`config.mk`:
```
export PLATFORM = sky130hd
export DESIGN_NAME = display_source
export DESIGN_NICKNAME = d
export VERILOG_FILES = /design/src/rtl/display_pkg.sv /design/src/rtl/btn_debounce.sv /design/src/rtl/display_source.sv
export SDC_FILE = /design/constraint.sdc
export NUM_CORES = 1
export LEC_CHECK = 0
export BUFFER_PORTS_ARGS = -buffer_cell sky130_fd_sc_hd__buf_4
export CAP_MARGIN = 20
export CORE_MARGIN = 2
export CORE_UTILIZATION = 55
export DETAILED_ROUTE_END_ITERATION = 10
export PLACE_DENSITY = 0.8
export SYNTH_ARGS = -nofsm -noshare
export SYNTH_HDL_FRONTEND = slang
export SYNTH_SLANG_ARGS = --single-unit
```
`constraint.sdc`:
```
create_clock -name clk -period 5.9 [get_ports clk]
set_input_delay 0.59 -clock clk [delete_from_list [all_inputs] [get_ports clk]]
set_output_delay 0.59 -clock clk [all_outputs]
set_load 0.01 [all_outputs]
```
`src/rtl/display_pkg.sv`:
```
// Shared definitions for the seven-segment display source: mode encodings and debounce default.
// The mode sequence depends on the DISP_CYCLE_CNT_EN build option.
package display_pkg;

  typedef enum logic [1:0] {
    MODE_SYS = 2'd0,
    MODE_PC  = 2'd1,
    MODE_CYC = 2'd2,
    MODE_EVT = 2'd3
  } mode_e;

  // 10 ms at 100 MHz
  localparam int unsigned DEB_CYCLES_DEF = 1_000_000;

  function automatic mode_e next_mode(input mode_e m);
    case (m)
      MODE_SYS: return MODE_PC;
`ifdef DISP_CYCLE_CNT_EN
      MODE_PC:  return MODE_CYC;
`else
      MODE_PC:  return MODE_EVT;
`endif
      MODE_CYC: return MODE_EVT;
      default:  return MODE_SYS;
    endcase
  endfunction

endpackage

```
`src/rtl/btn_debounce.sv`:
```
// Two-flop synchroniser plus stability-counter debouncer for the board mode button.
// Emits a single-cycle press pulse on an accepted 0->1 transition only.
module btn_debounce
  import display_pkg::*;
#(
  parameter int unsigned DEB_CYCLES = DEB_CYCLES_DEF
) (
  input  logic clk,
  input  logic rst,
  input  logic btn_raw,
  output logic press
);

  localparam int CW = $clog2(DEB_CYCLES) + 1;
  localparam logic [CW-1:0] CNT_LAST = CW'(DEB_CYCLES - 1);

  logic          sync1_q, sync2_q;
  logic          stable_q, stable_d;
  logic [CW-1:0] cnt_q, cnt_d;
  logic          press_q, press_d;

  always_comb begin
    stable_d = stable_q;
    cnt_d    = '0;
    press_d  = 1'b0;
    if (sync2_q != stable_q) begin
      if (cnt_q == CNT_LAST) begin
        stable_d = sync2_q;
        press_d  = sync2_q;
      end else begin
        cnt_d = cnt_q + CW'(1);
      end
    end
  end

  always_ff @(posedge clk) begin
    if (rst) begin
      sync1_q  <= 1'b0;
      sync2_q  <= 1'b0;
      stable_q <= 1'b0;
      cnt_q    <= '0;
      press_q  <= 1'b0;
    end else begin
      sync1_q  <= btn_raw;
      sync2_q  <= sync1_q;
      stable_q <= stable_d;
      cnt_q    <= cnt_d;
      press_q  <= press_d;
    end
  end

  assign press = press_q;

endmodule

```
`src/rtl/display_source.sv`:
```
// Feeds the 8-digit display driver: syscall capture, event/cycle statistics and a button-driven mode FSM.
// Build option DISP_CYCLE_CNT_EN adds the saturating cycle counter and the SHOW_CYC mode.
//
//   state    | meaning
//   ---------+---------------------------------------
//   MODE_SYS | show last value from display syscall
//   MODE_PC  | show current program counter
//   MODE_CYC | show running cycle count (option only)
//   MODE_EVT | show number of display syscalls
module display_source
  import display_pkg::*;
#(
  parameter int unsigned DEB_CYCLES = DEB_CYCLES_DEF,
  parameter int          CNT_W      = 32
) (
  input  logic        clk,
  input  logic        rst,
  input  logic        halt,
  input  logic        disp_valid,
  input  logic [31:0] disp_data,
  input  logic [31:0] pc,
  input  logic        btn_mode,
  output logic [31:0] Leddata,
  output logic [1:0]  mode
);

  logic             press;
  mode_e            mode_q;
  logic [31:0]      cap_q, cap_d;
  logic [CNT_W-1:0] evt_cnt_q, evt_cnt_d;
  logic [31:0]      led_q, led_d;

  btn_debounce #(
    .DEB_CYCLES (DEB_CYCLES)
  ) u_btn_debounce (
    .clk     (clk),
    .rst     (rst),
    .btn_raw (btn_mode),
    .press   (press)
  );

  always_ff @(posedge clk) begin
    if (rst) begin
      mode_q <= MODE_SYS;
    end else if (press) begin
      mode_q <= next_mode(mode_q);
    end
  end

`ifdef DISP_CYCLE_CNT_EN
  logic [CNT_W-1:0] cyc_cnt_q, cyc_cnt_d;

  always_comb begin
    cyc_cnt_d = cyc_cnt_q;
    if (!halt && (cyc_cnt_q != {CNT_W{1'b1}})) begin
      cyc_cnt_d = cyc_cnt_q + CNT_W'(1);
    end
  end

  always_ff @(posedge clk) begin
    if (rst) begin
      cyc_cnt_q <= '0;
    end else begin
      cyc_cnt_q <= cyc_cnt_d;
    end
  end
`else
  logic unused_halt;
  assign unused_halt = halt;
`endif

  // Capture ignores halt so the final syscall before exit is still shown.
  always_comb begin
    cap_d     = cap_q;
    evt_cnt_d = evt_cnt_q;
    if (disp_valid) begin
      cap_d     = disp_data;
      evt_cnt_d = evt_cnt_q + CNT_W'(1);
    end
  end

  always_comb begin
    led_d = '0;
    case (mode_q)
      MODE_SYS: led_d = cap_q;
      MODE_PC:  led_d = pc;
`ifdef DISP_CYCLE_CNT_EN
      MODE_CYC: led_d = cyc_cnt_q;
`else
      MODE_CYC: led_d = '0;
`endif
      MODE_EVT: led_d = evt_cnt_q;
      default:  led_d = '0;
    endcase
  end

  always_ff @(posedge clk) begin
    if (rst) begin
      cap_q     <= '0;
      evt_cnt_q <= '0;
      led_q     <= '0;
    end else begin
      cap_q     <= cap_d;
      evt_cnt_q <= evt_cnt_d;
      led_q     <= led_d;
    end
  end

  assign Leddata = led_q;
  assign mode    = mode_q;

endmodule

```
=== Word-level counts from Yosys, hierarchy flattened ===
Cells that the tools add are included.

* Bits in registers: 123
* Input port bits: 69
* Output and inout port bits: 34

* Add/sub/neg operators: 2
* Eq/ne operators: 5
* Multiplexer cells: 2
* Bitwise gates (word level): 2
* Reduce and logical (&&, ||, !) cells: 5

{| class="wikitable"
|+ Operator list
! kind !! count
|-
| 32-bit case mux with 4 select lines || 1
|-
| 32-bit by 1-bit adder with 32-bit output (second input constant) || 1
|-
| 21-bit by 1-bit adder with 21-bit output (second input constant) || 1
|-
| 21-bit by 20-bit == test with 1-bit output (second input constant) || 1
|-
| 3-bit OR reduction || 2
|-
| 2-bit == test (second input constant) || 2
|-
| 2-bit case mux with 2 select lines || 1
|-
| 2-bit by 1-bit == test with 1-bit output (second input constant) || 1
|-
| 2-bit logical NOT || 1
|-
| 1-bit inverter || 2
|-
| 2-bit AND reduction || 1
|-
| 2-bit OR reduction || 1
|-
| 1-bit != test || 1
|}

=== Longest topological paths before layout ===
* Depth after elaboration: 3
* Depth in mapped cells: 7

=== By module ===
A second synthesis with hierarchy kept.

* Cell total of the unflattened synthesis: 598
* Area total of the unflattened synthesis: 5,260.0 µm²

{| class="wikitable"
|+ Modules (own cells, without submodules)
! module !! instances !! cells an instance !! area each (µm²) !! seq. area each (µm²)
|-
| display_source || 1 || 473 || 4,112.7 || 1,961.9
|-
| btn_debounce || 1 || 125 || 1,147.4 || 500.5
|}

=== Worst setup path before layout ===
Ideal clock, no wire load.

* Path kind: in2reg
* Start: input disp_valid
* End: register evt_cnt_q[31]
* Data arrival time: 1,936 ps
* Data required time: 5,779 ps
* Path slack: 3,843 ps
* Stages on the path: 6
* Buffers on the path: 2
* Cells stage by stage: buf_2 > and4_1 > clkbuf_1 > nand4_1 > nor3_1 > mux2_2

{| class="wikitable"
|+ RTL lines
! what !! line !! source
|-
| start, declared || display_source.sv:19 || <nowiki>input logic disp_valid,</nowiki>
|-
| end signal, assigned || display_source.sv:104 || <nowiki>evt_cnt_q <= evt_cnt_d;</nowiki>
|-
| end, declared || display_source.sv:30 || <nowiki>logic [CNT_W-1:0] evt_cnt_q, evt_cnt_d;</nowiki>
|}

==> results.yml <==
run:
  maxCapViolCount: 0
detailed_routing:
  drt_wl_total_um: 12300
  vias: 4654
  first_iter_violations: 216
  avgViaCountPerCell: 5.80
  dr.pass1.iters: 5
  drc: 0
  ant_nets: 0
  wl_per_cell_um: 15.3
place:
  place_inst: 769
  port-buffer-count: 101
  dp_hpwl_um: 7950
  gp_congestion: 0.872
  placed_cell_area_um2: 5940
layout:
  nNetsFinal: 753
  diodes: 0
  final_common_cell: "nor2_1"
  fin_area_um2: 6630
  syn2layout_area_growth_pct: 27.8
  drive_gt1_frac: 0.207
  n_fill_cell: 697
  most-common-layout-cells: "nor2_1 (128), dfxtp_1 (123), buf_4 (102), a21oi_1 (57), mux2i_1 (34)"
  fin_cells: 802
clocking:
  h-tree-depth: 4
  clkLatencyLatePin_ns: 0.51
  cts_tree: "built"
  clock-sinks: 123
  clk_pin_slew_worst_paths_ns: 0.06
  cts_made_buffers: 17
  clock_path_buffers: 2
  cts_root_buffer: "clkbuf_8"
  cts_hold_buf: 0
  cts_resized: 0
  post_cts_buffers: 0
sta:
  tightest_slew_ns: 1.03
  fmax_ghz: 0.457
  drv_slew: 0
  period_needed_ns: 2.19
  setup-tns-final_ns: 0
  skew_ns: 0.00876
  fin_crit_sh: 0.371
  slew_headroom: 0.311
  hold_viol: 0
  setup_viol_count_final: 0
  rsz0062_at_grt: "no"
floorplanning:
  rows: 35
  fp.dieW_um: 101
  io_pins: 103
  coreArea_um2: 9200
  start_util: 0.564
  dieArea_um2: 10200
  die_h_um: 101
global_routing:
  antenna_found_initial: 0
  grt_max_degree: 105
  groute.usage.overall: 0.246
  grt_pass1_wl_um: 20200
  grt_pass1_vias: 4436
  gr-total-overflow: 0
setup_path:
  reg2regPathDepth: 4
  critPathMaxStageDelay_ns: 0.52
  critPathArrivalTime_ns: 2.60
  slowest_stage: "nor4_1"
  worstSetupEndpointType: "register"
  required_ns: 6.32
  worstPathCellList: "buf_4 -> nand4_1 -> nor4_1 -> or3b_2 -> a21oi_1"
  crit_fanout: 38
  worstSetupStartpointType: "primary input"
  criticalPathCategory: "primary input to register"
synth:
  synthCells: 594
  avgSynthCellArea_um2: 8.73
  yosysUniqueCellTypes: 37
  yosysSeqAreaShare: 0.475
  synth_warnings: 0
  synth_ff_type: "dfxtp_1"
  syn_nets: 668
  netlist_area_um2: 5180
  synth-async-reset-ratio: 0
  synth_seq_cells: 123
  synth_edf_count: 0
min_path:
  hold_class: "primary input to register"
  whs_path_depth: 2
power_and_ir_drop:
  power.leakage_nw: 2.49
  ir_drop_uv: 210
  p_total_w: 0.00208
  power_density_nw_per_um2: 313
run_status:
  outcome: "complete, no violations"
[state kept, by name (all words and copies together), names as in the netlist]
register and cells:
Leddata 32, cap_q 32, evt_cnt_q 32, u_btn_debounce.cnt_q 21, mode 2, u_btn_debounce.press 1, u_btn_debounce.stable_q 1, u_btn_debounce.sync1_q 1
u_btn_debounce.sync2_q 1
[where the power goes]
| part | internal, W | switching (W) | leakage [nW] |
|---|---|---|---|
| combinational | 0.0000590 | 0.0000479 | 1.19 |
| clock | 0.000728 | 0.000375 | 0.300 |
| sequential | 0.000855 | 0.0000120 | 1.00 |
| total | 0.00164 | 0.000435 | 2.49 |
[Yosys cell counts, types with 2 or more instances]
master | instances | area, µm²
or4_1 | 18 | 135
xor2_1 | 13 | 114
mux2i_1 | 34 | 340
and4_1 | 4 | 35.0
a21oi_1 | 57 | 285
o31ai_1 | 17 | 128
and2_1 | 2 | 12.5
xnor2_1 | 13 | 114
nor4_1 | 8 | 50.1
a22oi_1 | 32 | 240
nand2_1 | 20 | 75.1
nor2_1 | 128 | 480
nor2b_1 | 3 | 18.8
clkbuf_1 | 26 | 97.6
nor3_1 | 2 | 10.0
inv_1 | 9 | 33.8
buf_6 | 2 | 22.5
nand4_1 | 11 | 68.8
nor4b_1 | 2 | 17.5
and3_1 | 5 | 31.3
o21ai_0 | 8 | 40.0
ha_1 | 5 | 62.6
or3_1 | 9 | 56.3
dfxtp_1 | 123 | 2460
buf_1 | 10 | 37.5
nand3_1 | 22 | 110
[layout make-up]
class,count,area (µm²),area share
timing repair buffer,105,828,0.125
clock buffer,17,414,0.0625
clock inverter,14,221,0.0334
multi-input combinational,423,2530,0.381
sequential,123,2460,0.372
tap,111,139,0.0210
inverter,9,33.8,0.00510
[through the flow]
stage                     setup slack, ns  utilization  hold WS [ns]
after floorplan                      3.84            -         0.414
after global placement               3.29        0.645         0.420
after detailed placement             3.26        0.646         0.439
after CTS                            3.71        0.715         0.295
after global routing                 3.62        0.721         0.305
final                                3.71        0.721         0.303
[cell families after synthesis]
logic type,count (synthesis),share of synthesized area
AO/OA/AOI/OAI,116,0.137
XOR/XNOR,26,0.0439
buffers and inverters,48,0.0379
AND/OR/NAND/NOR,241,0.226
multiplexers,35,0.0678
flip-flops,123,0.475
adder cells (fa/ha/maj),5,0.0121
[worst max-delay path: cells and delay by family]
kind | cells | cell delay [ns]
buffers and inverters | 1 | 0.51
and+or+nand+nor | 3 | 1.33
AOI/OAI and AO/OA | 1 | 0.17
[final timing paths]
kind                                             start  slack (ns)                endpoint
worst min-delay path                          btn_mode        0.30  u_btn_debounce.sync1_q
worst max register to register            evt_cnt_q[6]        3.77           evt_cnt_q[19]
worst max-delay path                        disp_valid        3.71           evt_cnt_q[15]
worst min register to register  u_btn_debounce.sync1_q        0.46  u_btn_debounce.sync2_q
[layer usage]
layer / vias to the layer above / wire length [µm] / GRT usage
li1: 2282 / - / -
met1: 2203 / 5320 / 0.311
met2: 147 / 6030 / 0.409
met3: 22 / 721 / 0.0527
met4: 0 / 216 / 0.0956
met5: - / 0 / 0
(Power assumes the default switching activity.)
